[src/rtl/out_display_driver.sv]
// out_display_driver
// Converts the CPU output register to signed/unsigned decimal with a
// sequential double-dabble engine and drives a 4-digit multiplexed
// common-cathode 7-segment display (sign, hundreds, tens, ones). The ones
// digit decimal point shows the CPU halt flag.
module out_display_driver #(
    parameter int unsigned SCAN_DIV = 1024
) (
    input  logic       clk,
    input  logic       reset,
    input  logic [7:0] value,
    input  logic       signed_mode,
    input  logic       halted,
    output logic [6:0] seg,
    output logic       dp,
    output logic [3:0] digit_sel,
    output logic       busy
);

    // ------------------------------------------------------------------
    // Constants
    // ------------------------------------------------------------------
    localparam int unsigned CNT_W = (SCAN_DIV > 2) ? $clog2(SCAN_DIV) : 1;
    localparam logic [CNT_W-1:0] CNT_MAX = CNT_W'(SCAN_DIV - 1);

    localparam logic [6:0] SEG_BLANK = 7'b0000000;
    localparam logic [6:0] SEG_DASH  = 7'b1000000;
    localparam logic [6:0] SEG_ZERO  = 7'b0111111;

    typedef enum logic [1:0] {
        ST_IDLE,
        ST_CONVERT,
        ST_LOAD
    } state_t;

    // ------------------------------------------------------------------
    // Helper functions
    // ------------------------------------------------------------------
    // Decimal digit to active-high {g,f,e,d,c,b,a}; non-decimal codes blank.
    function automatic logic [6:0] seg7(input logic [3:0] d);
        logic [6:0] s;
        case (d)
            4'd0:    s = 7'b0111111;
            4'd1:    s = 7'b0000110;
            4'd2:    s = 7'b1011011;
            4'd3:    s = 7'b1001111;
            4'd4:    s = 7'b1100110;
            4'd5:    s = 7'b1101101;
            4'd6:    s = 7'b1111101;
            4'd7:    s = 7'b0000111;
            4'd8:    s = 7'b1111111;
            4'd9:    s = 7'b1101111;
            default: s = SEG_BLANK;
        endcase
        return s;
    endfunction

    // Double-dabble correction: a nibble >= 5 gets +3 before the shift.
    function automatic logic [3:0] dabble_adj(input logic [3:0] n);
        return (n >= 4'd5) ? (n + 4'd3) : n;
    endfunction

    // ------------------------------------------------------------------
    // Conversion state
    // ------------------------------------------------------------------
    state_t      state_q;
    logic [8:0]  snap_q;       // {signed_mode, value} of the last started conversion
    logic        force_q;      // forces a conversion after reset
    logic [7:0]  mag_q;        // magnitude being shifted into the BCD accumulator
    logic        neg_conv_q;   // sign of the conversion in flight
    logic [11:0] bcd_q;        // {H, T, O} accumulator
    logic [3:0]  iter_q;       // double-dabble iteration count
    logic        busy_q;

    // Display registers, updated only in LOAD
    logic [3:0]  disp_h_q;
    logic [3:0]  disp_t_q;
    logic [3:0]  disp_o_q;
    logic        disp_neg_q;

    // ------------------------------------------------------------------
    // Conversion datapath
    // ------------------------------------------------------------------
    logic [8:0]  sample_w;
    logic        start_req_w;
    logic        neg_in_w;
    logic [7:0]  mag_in_w;
    logic [3:0]  t_adj_w;
    logic [3:0]  o_adj_w;
    logic [11:0] bcd_d;
    logic [7:0]  mag_d;

    assign sample_w    = {signed_mode, value};
    assign start_req_w = (sample_w != snap_q) || force_q;
    assign neg_in_w    = signed_mode & value[7];
    // Two's-complement negate as 8-bit unsigned, so 0x80 yields 128.
    assign mag_in_w    = neg_in_w ? (~value + 8'd1) : value;

    // The hundreds nibble of an 8-bit magnitude never exceeds 2, so it never
    // needs the +3 correction; only tens and ones are adjusted.
    assign t_adj_w = dabble_adj(bcd_q[7:4]);
    assign o_adj_w = dabble_adj(bcd_q[3:0]);
    assign bcd_d   = {bcd_q[10:8], t_adj_w, o_adj_w, mag_q[7]};
    assign mag_d   = {mag_q[6:0], 1'b0};

    // Conversion FSM: snapshot on change, 8 dabble iterations, load display.
    always_ff @(posedge clk or posedge reset) begin
        // NOTE: all sequential state uses non-blocking assignments so every
        // register samples the pre-edge values of its peers.
        if (reset) begin
            state_q    <= ST_IDLE;
            snap_q     <= '0;
            force_q    <= 1'b1;
            mag_q      <= '0;
            neg_conv_q <= 1'b0;
            bcd_q      <= '0;
            iter_q     <= '0;
            busy_q     <= 1'b0;
            disp_h_q   <= '0;
            disp_t_q   <= '0;
            disp_o_q   <= '0;
            disp_neg_q <= 1'b0;
        end else begin
            case (state_q)
                ST_IDLE: begin
                    if (start_req_w) begin
                        snap_q     <= sample_w;
                        mag_q      <= mag_in_w;
                        neg_conv_q <= neg_in_w;
                        bcd_q      <= '0;
                        iter_q     <= '0;
                        busy_q     <= 1'b1;
                        state_q    <= ST_CONVERT;
                    end
                end
                ST_CONVERT: begin
                    bcd_q  <= bcd_d;
                    mag_q  <= mag_d;
                    iter_q <= iter_q + 4'd1;
                    if (iter_q == 4'd7) begin
                        state_q <= ST_LOAD;
                    end
                end
                ST_LOAD: begin
                    disp_h_q   <= bcd_q[11:8];
                    disp_t_q   <= bcd_q[7:4];
                    disp_o_q   <= bcd_q[3:0];
                    disp_neg_q <= neg_conv_q;
                    force_q    <= 1'b0;
                    busy_q     <= 1'b0;
                    state_q    <= ST_IDLE;
                end
                default: begin
                    state_q <= ST_IDLE;
                    busy_q  <= 1'b0;
                end
            endcase
        end
    end

    assign busy = busy_q;

    // ------------------------------------------------------------------
    // Digit scan
    // ------------------------------------------------------------------
    logic [CNT_W-1:0] scan_cnt_q;
    logic [CNT_W-1:0] scan_cnt_d;
    logic [1:0]       digit_idx_q;
    logic [1:0]       digit_idx_d;
    logic             scan_wrap_w;

    assign scan_wrap_w = (scan_cnt_q == CNT_MAX);
    assign scan_cnt_d  = scan_wrap_w ? '0 : (scan_cnt_q + CNT_W'(1));
    assign digit_idx_d = scan_wrap_w ? (digit_idx_q + 2'd1) : digit_idx_q;

    // Scan counter and digit index run freely, independent of conversion.
    always_ff @(posedge clk or posedge reset) begin
        if (reset) begin
            scan_cnt_q  <= '0;
            digit_idx_q <= '0;
        end else begin
            scan_cnt_q  <= scan_cnt_d;
            digit_idx_q <= digit_idx_d;
        end
    end

    // ------------------------------------------------------------------
    // Segment selection with leading-zero blanking
    // ------------------------------------------------------------------
    // Outputs are registered from the next digit index, so the registered
    // digit_sel tracks the index itself and each digit stays on SCAN_DIV cycles.
    logic [6:0] seg_d;

    // Pick the segment pattern for the digit about to be enabled.
    always_comb begin
        // NOTE: default assignment first so no path leaves seg_d unassigned
        // (which would infer a latch).
        seg_d = SEG_BLANK;
        case (digit_idx_d)
            2'd0: seg_d = seg7(disp_o_q);
            2'd1: seg_d = ((disp_h_q == 4'd0) && (disp_t_q == 4'd0)) ? SEG_BLANK
                                                                      : seg7(disp_t_q);
            2'd2: seg_d = (disp_h_q == 4'd0) ? SEG_BLANK : seg7(disp_h_q);
            2'd3: seg_d = disp_neg_q ? SEG_DASH : SEG_BLANK;
            default: seg_d = SEG_BLANK;
        endcase
    end

    logic [6:0] seg_q;
    logic [3:0] digit_sel_q;
    logic       dp_q;

    // Registered display outputs; dp follows halted only on the ones digit.
    always_ff @(posedge clk or posedge reset) begin
        if (reset) begin
            seg_q       <= SEG_ZERO;
            digit_sel_q <= 4'b0001;
            dp_q        <= 1'b0;
        end else begin
            seg_q       <= seg_d;
            digit_sel_q <= 4'b0001 << digit_idx_d;
            dp_q        <= halted & (digit_idx_d == 2'd0);
        end
    end

    assign seg       = seg_q;
    assign digit_sel = digit_sel_q;
    assign dp        = dp_q;

endmodule
[config.mk]
export PLATFORM = sky130hd
export DESIGN_NAME = out_display_driver
export DESIGN_NICKNAME = d
export VERILOG_FILES = /design/src/rtl/out_display_driver.sv
export SDC_FILE = /design/constraint.sdc
export NUM_CORES = 1
export LEC_CHECK = 0
export CAP_MARGIN = 20
export CORE_ASPECT_RATIO = 1.75
export CORE_UTILIZATION = 26
export CTS_BUF_LIST = sky130_fd_sc_hd__clkbuf_8
export DETAILED_ROUTE_END_ITERATION = 8
export PLACE_DENSITY_LB_ADDON = 0.08
export SYNTH_ARGS = -nofsm -noshare
export SYNTH_HDL_FRONTEND = slang
export SYNTH_SLANG_ARGS = --single-unit
[constraint.sdc]
create_clock -name clk -period 4.75 [get_ports clk]
set_input_delay 1.425 -clock clk [delete_from_list [all_inputs] [get_ports clk]]
set_output_delay 1.425 -clock clk [all_outputs]
set_load 0.005 [all_outputs]
# Yosys cells after proc, flatten, opt, wreduce, memory -nomap -nowiden
# Memory sizes are Yosys's and may differ from the RTL's.
# Cells that the tools add are included.
[word_totals]
register_bits = 75
rom_bits = 336
out_inout_bits = 13
n_memories = 3
[classes]
add_sub_neg = 6
order_cmp = 2
eq_ne = 10
n_shift = 1
mux = 20
bitwise_logic = 4
n_reduce_logical = 11
[mem_list]
columns = ["name", "depth", "word_bits", "rd", "rd_clocked_by_memory_dff", "wr", "line_no", "text"]
rows = [
  ["(no name shown)", 16, 7, 1, 0, 0, "42", "case (d)"],
  ["(no name shown)", 16, 7, 1, 0, 0, "42", ""],
  ["(no name shown)", 16, 7, 1, 0, 0, "42", ""],
]
[op_table]
columns = ["cell", "count"]
rows = [
  ["$pmux 7 s4", 1],
  ["$pmux 12 s2", 1],
  ["$mux 7", 3],
  ["$mux 8", 2],
  ["$pmux 8 s2", 1],
  ["$mux 12", 1],
  ["$mux 4", 3],
  ["$add 10x1->10 const B", 1],
  ["$eq 10x10->1 const B", 1],
  ["$mux 10", 1],
  ["$ne 9x9->1", 1],
  ["$add 4x2->4 const B", 2],
  ["$add 8x1->8 const B", 1],
  ["$ge 4x3->1 const B", 2],
  ["$logic_not 4->1", 2],
  ["$not 8->8", 1],
  ["$pmux 4 s2", 1],
  ["$reduce_and 2->1", 4],
  ["$eq 2x2->1 const B", 3],
  ["$mux 2", 3],
  ["$add 4x1->4 const B", 1],
  ["$eq 2x1->1 const B", 2],
  ["$eq 4x3->1 const B", 1],
  ["$logic_not 2->1", 2],
  ["other kinds (11)", 13],
]

# Longest topological paths before layout
[depth]
ltp_word = 5
ltp_mapped = 7

# Least setup slack after synthesis
# Ideal clock, no wire load.
[synth_path]
path_type = "input -> register"
startpoint = "input port value[2]"
endpoint = "register snap_q[0]"
setup_time_ps = 125
t_arrival_ps = 3002
setup_slack_ps = 1623
path_stages = 7
cell_sequence = "clkbuf_1 -> xor2_1 -> nor4_1 -> nand4_1 -> nand2_1 -> buf_2 -> mux2_2"
[synth_via]
elab_chain_len = 3
[synth_rtl]
columns = ["element", "line_no", "text"]
rows = [
  ["start, declared", "11", "input logic [7:0] value,"],
  ["$ne 9x9->1", "94", "assign start_req_w = (sample_w != snap_q) || force_q;"],
  ["$logic_or 1x1->1", "94", ""],
  ["$reduce_and 2->1 (no source line)", "--", ""],
  ["end signal, assigned", "127", "snap_q <= sample_w;"],
  ["end, declared", "67", "logic [8:0] snap_q;"],
]
# Every way passes these cells.
# A chain may end at the register's enable or synchronous reset.

# Worst setup path in the final report
[layout_path]
startpoint = "input port value[2]"
endpoint = "register snap_q[1]"
# The elaborated chain is that of the path after synthesis.

==> results.py <==
metrics = {
    "outcome": {
        "status": "finished, final reports clean",
    },
    "critical_path": {
        "cp-end-kind": "flop",
        "r2r_cells": 5,
        "arrival_ns": 3.84,
        "rrSetupSlack_ns": 2.34,
        "crit_buf_inv": 1,
        "cp_top_family": "simple AND/OR/NAND/NOR gates",
        "rr_startpoint": "snap_q[1]$_DFFE_PP0P_",
        "critPathMaxStageDelay_ns": 0.57,
        "cp-start-kind": "input pin",
        "crit_type": "in -> reg",
        "cp_max_fo": 12,
        "reg2reg_to": "snap_q[1]$_DFFE_PP0P_",
        "cp.required_ns": 4.98,
        "cp_slowest_cell": "nand2_1",
        "crit_chain": "clkdlybuf4s50_1, xor2_1, nor4_1, nand4_1, nand2_1, mux2_2",
    },
    "route": {
        "wl_per_cell_microns": 15.0,
        "antenna_left": 0,
        "routed-via-count": 3017,
        "wl_microns": 9440,
        "dr.pass1.iters": 4,
        "routed_via_density": 4.80,
        "first_iter_violations": 91,
        "route.detailed.drc": 0,
    },
    "sta": {
        "worst_slew_pin_slew_ns": 0.734,
        "tns_ns": 0,
        "rsz0062_at_grt": "no",
        "drv_slew": 0,
        "relSlewSlack": 0.510,
        "fin_worst_skew_ns": 0.00577,
        "whs_ns": 0.483,
        "fin_crit_sh": 0.760,
        "fmax_ghz": 0.277,
        "finalCriticalPeriod_ns": 3.61,
        "setup_violations": 0,
        "hold_violations": 0,
    },
    "logic_synthesis": {
        "synth-edff-count": 0,
        "synth_top_area_share": 0.409,
        "synthArstFlopShare": 1.00,
        "synth_area_leaders": "dfrtp_1, ha_1, dfstp_2, inv_1, xnor2_1",
        "synth_area_sq_mm": 0.00410,
        "syn_area_per_cell_sq_um": 9.76,
        "ys_types": 51,
        "synth_seq_cells": 75,
        "synth_fp_nets": 455,
        "ys_warn_count": 0,
        "ys_seq_area_frac": 0.460,
        "synth_top_area_cell": "dfrtp_1",
        "postSynthCellCount": 420,
        "ys.flop_type": "dfrtp_1",
    },
    "layout": {
        "multiInputGateArea_sq_mm": 0.00199,
        "fill_cells": 1598,
        "final_common_cell": "dfrtp_1",
        "ff_latch_area_sq_mm": 0.00189,
        "final_cell_mix": "dfrtp_1, inv_1, nor2_1, nand2_1",
        "layout-drive-gt1-share": 0.0948,
        "utilization": 0.303,
        "nets": 473,
        "diodes": 0,
        "area_growth_pct": 14.0,
    },
    "placed_design": {
        "gp_congestion": 0.795,
        "dp_hpwl_microns": 7100,
        "port_buffers": 24,
    },
    "floorplanning": {
        "coreArea_sq_mm": 0.0154,
        "rows": 60,
        "die_h_microns": 168,
        "die_area_sq_mm": 0.0163,
        "ios": 25,
        "initial_core_util": 0.266,
        "fp.dieW_microns": 96.9,
    },
    "clock_network": {
        "clk_pin_slew_worst_paths_ns": 0.08,
        "clockBufferDepth": 2,
        "htreeDepth": 3,
        "root_buffer": "clkbuf_8",
        "hold_buffers": 0,
        "cts-resized-gates": 0,
        "clock-sinks": 75,
        "numCtsBuffers": 9,
        "postCtsSetupBuffers": 0,
        "cts_tree": "done",
        "clk_latency_ns": 0.34,
    },
    "grt": {
        "antenna_found_initial": 0,
        "grt_max_degree": 30,
        "grt_pass1_wl_microns": 15700,
        "grt_pass1_vias": 3181,
        "track_usage": 0.122,
        "grt.overflow.total": 0,
    },
    "min_path": {
        "hold_end": "scan_cnt_q[0]$_DFF_PP0_",
        "hold_path_class": "reg -> reg",
        "hold_path_depth": 1,
        "hp-start": "scan_cnt_q[0]$_DFF_PP0_",
    },
    "pwr": {
        "intPower_w": 0.00153,
        "leakagePower_nw": 1.99,
        "ir_worst_vdd_v": 0.000193,
        "p_seq_frac": 0.424,
        "switching_power_w": 0.000951,
        "power.density_mw_per_mm2": 531,
        "power_frac_comb": 0.409,
        "swShare": 0.384,
        "clkPwrFrac": 0.167,
    },
    "job": {
        "maxCapViolations": 0,
    },
}
## cell type report
class                   instances  share of cell area
inverters                      38              0.0308
clock buffers                   9              0.0265
multi-input cells             287               0.426
flip-flops and latches         75               0.404
well taps                     186              0.0498
clock inverters                 7             0.00643
repair buffers                 27              0.0563
## Yosys cell counts (3+ instances only)
cell type and n:
nand3_1 5, a21oi_1 24, nand3b_1 6, clkbuf_1 18, mux2i_1 6, o31a_1 4, o22ai_1 14, xor2_1 13
nor3_1 7, nand2_1 30, mux2_2 11, and2_1 6, o32a_1 7, xnor2_1 15, dfrtp_1 67, nor4_1 5
nor3b_1 4, o21ai_0 24, a211oi_1 4, ha_1 23, nand2b_1 12, inv_1 37, o21ai_1 3, o221ai_1 3
nor2_1 30, dfstp_2 8
## worst reg2reg max path: stages, from the launching register on
cell	delay [ns]
dfrtp_1	0.41
xor2_1	0.17
nor4_1	0.34
nand4_1	0.40
nand2_1	0.57
mux2_2	0.40
## worst max-delay path by stage
| stage | slack, ns | end | startpoint | cells past startpoint |
|---|---|---|---|---|
| finish | 1.14 | snap_q[1]$_DFFE_PP0P_ | value[2] | 6 |
| global route | 1.03 | snap_q[7]$_DFFE_PP0P_ | value[2] | 6 |
| CTS | 1.15 | snap_q[1]$_DFFE_PP0P_ | value[1] | 6 |
| detailed placement | 0.77 | snap_q[1]$_DFFE_PP0P_ | value[1] | 6 |
| global placement | 0.78 | snap_q[1]$_DFFE_PP0P_ | value[2] | 6 |
| floorplan | 1.43 | bcd_q[0]$_DFFE_PP0P_ | reset | 1 |
## cell families (layout without fill, tap and decap cells)
family                   Yosys count  after routing  share of synthesized area
XOR/XNOR                          28             28                     0.0598
buffers and inverters             58             81                     0.0537
adder cells (fa/ha/maj)           24             24                     0.0727
AO/OA/AOI/OAI                    101            101                      0.160
multiplexers                      17             17                     0.0449
flip-flops                        75             75                      0.460
AND/OR/NAND/NOR                  117            117                      0.148
## registers in the layout, summed over array words and instances, names as in the netlist, 2 cells and up
signal and cells:
mag_q 8, state_q 2, digit_idx_q 2, disp_t_q 4, disp_o_q 4, bcd_q 12, digit_sel 4, snap_q 9
scan_cnt_q 10, seg 7, disp_h_q 4, iter_q 4
## layer usage
layer	part of all wire	wire length, microns	GRT usage	vias to the layer above
met5	0	0	0	-
met4	0.048	457	0.0798	0
met3	0.020	189	0.0199	20
met2	0.55	5150	0.232	42
met1	0.39	3640	0.120	1468
li1	-	-	-	1487
## stage by stage
stage	area [sq um]	setup slack [ns]	cells	power, W
5_1_grt	4670	1.03	629	0.00270
4_1_cts	4670	1.15	629	0.00253
6_report	4670	1.14	629	0.00248
3_5_place_dp	4520	0.770	613	0.00210
3_3_place_gp	4520	0.782	613	0.00208
2_1_floorplan	4100	1.43	420	0.00178
## power by group through the flow
stage,Clock (W),Sequential [W],Combinational (W)
after global routing,0.000466,0.00109,0.00114
after global placement,0,0.00106,0.00102
after detailed placement,0,0.00107,0.00103
after floorplan,0,0.000985,0.000791
final,0.000414,0.00105,0.00101
after CTS,0.000440,0.00105,0.00103
(Power assumes the default switching activity.)
